[src/rtl/combi_pkg.sv]
// rtl/combi_pkg.sv - shared ISA constants and index helpers for the combined RV/ARM register file
package combi_pkg;

  localparam logic [4:0] RV_ZERO_REG  = 5'd0;
  localparam logic [4:0] ARM_PC_REG   = 5'd15;
  localparam logic [3:0] ARM_IDX_MASK = 4'hF;

  // ARM only addresses R0..R15, so bit 4 of any index is dropped in that mode
  function automatic logic [4:0] mask_idx(input logic arm, input logic [4:0] idx);
    return arm ? {1'b0, idx[3:0] & ARM_IDX_MASK} : idx;
  endfunction

  function automatic logic is_special(input logic arm, input logic [4:0] idx);
    return arm ? (idx == ARM_PC_REG) : (idx == RV_ZERO_REG);
  endfunction

endpackage

[src/rtl/regfile_rdport.sv]
// rtl/regfile_rdport.sv - one read-port decoder: special register, then bypass, then stored value
module regfile_rdport
  import combi_pkg::*;
#(
  parameter int XLEN = 32
) (
  input  logic [4:0]      idx,
  input  logic            arm,
  input  logic            byp_en,
  input  logic [4:0]      byp_idx,
  input  logic [XLEN-1:0] byp_data,
  input  logic [XLEN-1:0] pc_plus8,
  input  logic [XLEN-1:0] arr_data,
  output logic [XLEN-1:0] data
);

  always_comb begin
    data = arr_data;
    if (arm && idx == ARM_PC_REG) begin
      data = pc_plus8;
    end else if (!arm && idx == RV_ZERO_REG) begin
      data = '0;
    end else if (byp_en && byp_idx == idx) begin
      data = byp_data;
    end
  end

endmodule

[src/rtl/combi_regfile.sv]
// rtl/combi_regfile.sv - RISC-V / ARM register file with write-first bypass and async reset
module combi_regfile
  import combi_pkg::*;
#(
  parameter int XLEN  = 32,
  parameter int NREGS = 32
) (
  input  logic            clk,
  input  logic            rst,
  input  logic            arm,
  input  logic            RegWriteW,
  input  logic [4:0]      RdW,
  input  logic [XLEN-1:0] ResultW,
  input  logic [4:0]      A1,
  input  logic [4:0]      A2,
  input  logic [XLEN-1:0] PCPlus8,
  output logic [XLEN-1:0] RD1,
  output logic [XLEN-1:0] RD2
);

  logic [XLEN-1:0] regs [NREGS];
  logic [4:0]      wr_idx;
  logic [4:0]      rd_idx1;
  logic [4:0]      rd_idx2;
  logic            wr_legal;
  logic            byp_en;
  logic [XLEN-1:0] arr1;
  logic [XLEN-1:0] arr2;

  assign wr_idx  = mask_idx(arm, RdW);
  assign rd_idx1 = mask_idx(arm, A1);
  assign rd_idx2 = mask_idx(arm, A2);

  // RegWriteW gates everything first so an X index or data while idle cannot leak into state
  assign wr_legal = RegWriteW && !is_special(arm, wr_idx) && (int'(wr_idx) < NREGS);
  assign byp_en   = wr_legal && !rst;

  always_ff @(posedge clk or posedge rst) begin
    if (rst) begin
      for (int i = 0; i < NREGS; i++) begin
        regs[i] <= '0;
      end
    end else if (wr_legal) begin
      regs[wr_idx] <= ResultW;
    end
  end

  assign arr1 = (int'(rd_idx1) < NREGS) ? regs[rd_idx1] : '0;
  assign arr2 = (int'(rd_idx2) < NREGS) ? regs[rd_idx2] : '0;

  regfile_rdport #(.XLEN(XLEN)) u_rdport1 (
    .idx      (rd_idx1),
    .arm      (arm),
    .byp_en   (byp_en),
    .byp_idx  (wr_idx),
    .byp_data (ResultW),
    .pc_plus8 (PCPlus8),
    .arr_data (arr1),
    .data     (RD1)
  );

  regfile_rdport #(.XLEN(XLEN)) u_rdport2 (
    .idx      (rd_idx2),
    .arm      (arm),
    .byp_en   (byp_en),
    .byp_idx  (wr_idx),
    .byp_data (ResultW),
    .pc_plus8 (PCPlus8),
    .arr_data (arr2),
    .data     (RD2)
  );

endmodule
[config.mk]
export PLATFORM = sky130hd
export DESIGN_NAME = combi_regfile
export DESIGN_NICKNAME = d
export VERILOG_FILES = /design/src/rtl/combi_pkg.sv /design/src/rtl/regfile_rdport.sv /design/src/rtl/combi_regfile.sv
export SDC_FILE = /design/constraint.sdc
export NUM_CORES = 2
export LEC_CHECK = 0
export ABC_AREA = 1
export CAP_MARGIN = 10
export CORE_MARGIN = 2
export CORE_UTILIZATION = 25
export CTS_CLUSTER_SIZE = 16
export DETAILED_ROUTE_END_ITERATION = 6
export DONT_BUFFER_PORTS = 1
export PLACE_DENSITY_LB_ADDON = 0.25
export SLEW_MARGIN = 20
export SYNTH_ARGS = -nofsm -noshare
export SYNTH_HDL_FRONTEND = slang
export SYNTH_SLANG_ARGS = --single-unit
export TNS_END_PERCENT = 50
[constraint.sdc]
create_clock -name clk -period 29.2 [get_ports clk]
set_clock_uncertainty 0.05 [all_clocks]
set_input_delay 2.92 -clock clk [delete_from_list [all_inputs] [get_ports clk]]
set_output_delay 2.92 -clock clk [all_outputs]
set_load 0.01 [all_outputs]
==> flow_metrics.env <==
export IMPL_clockBufferDepth=3
export IMPL_cts_root_buf="clkbuf_16"
export IMPL_grt_max_degree=546
export IMPL_path_cells="inv_8 -> buf_4 -> buf_4 -> nand2_1 -> nand3_1 -> nand3_1 -> a21oi_1 -> nand3_1 -> nand3_1 -> nand3_1 -> nand2_1"
export IMPL_hold_path_class="flip-flop to flip-flop"
export IMPL_synth_seq_cells=1024
export IMPL_maxCapViolCount=0
export IMPL_fin_area_sq_um=63600
export IMPL_regMostFlops="regs"
export IMPL_synth_largest_area_cell="dfrtp_1"
export IMPL_relSlewSlack_pct=-22.3
export IMPL_setup_ws_ns=19.40
export IMPL_place_gp_congestion=0.812
export IMPL_whs_ns=0.434
export IMPL_worst_path_most_repeated_cell="nand3_1"
export IMPL_finalMaxSlewViolations=199
export IMPL_overflow=0
export IMPL_dp_hpwl_um=133000
export IMPL_clk_latency_ns=0.76
export IMPL_combPwrFrac_pct=17.9
export IMPL_avgRoutedWirePerCell_um=23.6
export IMPL_violations="slew limit"
export IMPL_finalCritPeriodShare_pct=33.6
export IMPL_clk_pin_slew_worst_paths_ns=0.06
export IMPL_coreArea_sq_um=230000
export IMPL_io_pins=147
export IMPL_grt_usage_pct=21.6
export IMPL_wirelength_um=261000
export IMPL_finalSetupViolations=0
export IMPL_cts_resized=0
export IMPL_rows=176
export IMPL_syn_area_sq_um=58000
export IMPL_largestRegisters="regs x1024"
export IMPL_largest_reg_flops=1024
export IMPL_max_stage_delay_ns=0.84
export IMPL_startpoint_type="input pin"
export IMPL_drt_first_pass_iters=6
export IMPL_cts_tree="done"
export IMPL_arrival_ns=6.83
export IMPL_post_route_util_pct=27.6
export IMPL_grt_pass1_wl_um=386000
export IMPL_p_int_uw=2770
export IMPL_syn_inst=8462
export IMPL_synth_area_leaders="dfrtp_1, nand2_1, nand3_1, o21ai_0, clkbuf_1"
export IMPL_place_area_sq_um=59900
export IMPL_ant_nets=0
export IMPL_nNetsFinal=8027
export IMPL_yosys_warnings=0
export IMPL_ir_worst_vdd_v=0.0000531
export IMPL_hold_viol_final=0
export IMPL_netlist_area_leader_share_pct=44.2
export IMPL_cts_sinks=1024
export IMPL_cts_setup_buffers=0
export IMPL_rsz0062_at_grt="no"
export IMPL_switching_share_pct=32.0
export IMPL_fmax_mhz=102
export IMPL_path_buf_inv=3
export IMPL_holdBufCountCts=0
export IMPL_synth_nets=8545
export IMPL_start_util_pct=25.2
export IMPL_final_common_cell="nand2_1"
export IMPL_htree_num_levels=3
export IMPL_synth_cell_types=31
export IMPL_pwr_share_seq_pct=45.7
export IMPL_cts_buffers_inserted=112
export IMPL_cp_max_fo=528
export IMPL_crit_path_end_kind="output pin"
export IMPL_p_leak_uw=0.0284
export IMPL_dr_total_vias=58321
export IMPL_p_clk_share_pct=36.4
export IMPL_final_min_clock_period_ns=9.80
export IMPL_syn_mean_instance_area_sq_um=6.85
export IMPL_grt_pass1_vias=55585
export IMPL_setup_tns_ns=0
export IMPL_status="finished, violations left"
export IMPL_antenna_found_initial=5
export IMPL_die_area_sq_um=236000
export IMPL_power_density_nw_per_um2=64.1
export IMPL_area_growth_syn_to_layout_pct=9.74
export IMPL_ys_seq_area_share_pct=44.2
export IMPL_fp_dieW_um=486
export IMPL_p_switching_uw=1310
export IMPL_final_cell_mix="nand2_1, nand3_1, dfrtp_1"
export IMPL_drive_gt1_share_pct=4.58
export IMPL_port_buffers=0
export IMPL_fp_dieH_um=486
export IMPL_crit_type="input pin to output pin"
export IMPL_worstMarginPinSlew_ns=1.84
export IMPL_crit_path_top_delay_cell="buf_4"
export IMPL_cp_data_required_time_ns=26.23
export IMPL_drc=0
export IMPL_pre_cts_ws_ns=19.50
export IMPL_path_delay_family="buffers and inverters"
export IMPL_viasPerCell=5.27
export IMPL_drtIter0Drc=7195
power by group through the flow:
stage | Clock, uW | Combinational, uW | Sequential, uW
2_1_floorplan | 0 | 578 | 1840
3_3_place_gp | 0 | 714 | 1870
3_5_place_dp | 0 | 728 | 1880
4_1_cts | 1510 | 729 | 1860
5_1_grt | 1570 | 840 | 1900
6_report | 1480 | 731 | 1870
layout make-up:
| type | count | area (sq um) |
|---|---|---|
| antenna | 2 | 5.00 |
| clock inverter | 33 | 375 |
| fill | 25322 | 167000 |
| inverter | 209 | 835 |
| clock buffer | 173 | 3370 |
| multi-input combinational | 6483 | 28700 |
| tap | 3026 | 3790 |
| sequential | 1024 | 25600 |
| timing repair buffer | 114 | 941 |
layer usage:
layer  vias up  GRT usage (%)  part of all wire, %  wire (um)
li1      26716              -                    -          -
met1     28378           26.9                   40     105000
met2      2660           36.9                   48     124000
met3       561           2.60                  7.0      18200
met4         6           10.6                  5.2      13500
met5         -              0                0.013         34
cell families after synthesis:
kind of cell | Yosys count | synth area share [%]
buffers and inverters | 955 | 6.65
and+or+nand+nor | 5304 | 38.9
AOI/OAI and AO/OA | 1179 | 10.3
DFF | 1024 | 44.2
synthesized netlist by cell type, drive strengths merged:
master / number
inv: 208
nand3: 1799
nor3: 13
o31ai: 1
o21ai: 1057
nand2: 3446
nand4: 14
a21oi: 92
a31oi: 1
dfrtp: 1024
clkinv: 1
buf: 265
o211ai: 28
nor2: 32
clkbuf: 481
worst register-to-register path, stage by stage, from the launching register on:
cell,delay (ns)
dfrtp_1,0.41
nand2_1,0.08
o21ai_0,0.11
through the flow:
stage	cells	power, uW
final	11064	4080
after global routing	11063	4300
after CTS	11061	4100
after detailed placement	10855	2610
after global placement	10853	2590
after floorplan	8462	2410
path summary, 6_finish.rpt:
path	from	endpoint	depth (start not counted)	slack, ns
hold reg to reg	regs[998]	regs[998]	2	0.43
setup reg to reg	regs[143]	regs[143]	2	28.38
setup / recovery	A1[0]	RD1[31]	11	19.40
max in group asynchronous	rst	regs[903]	4	23.85
hold / removal	regs[998]	regs[998]	2	0.43
min in group asynchronous	rst	regs[368]	1	2.18
Power figures use the tool's default switching activity.
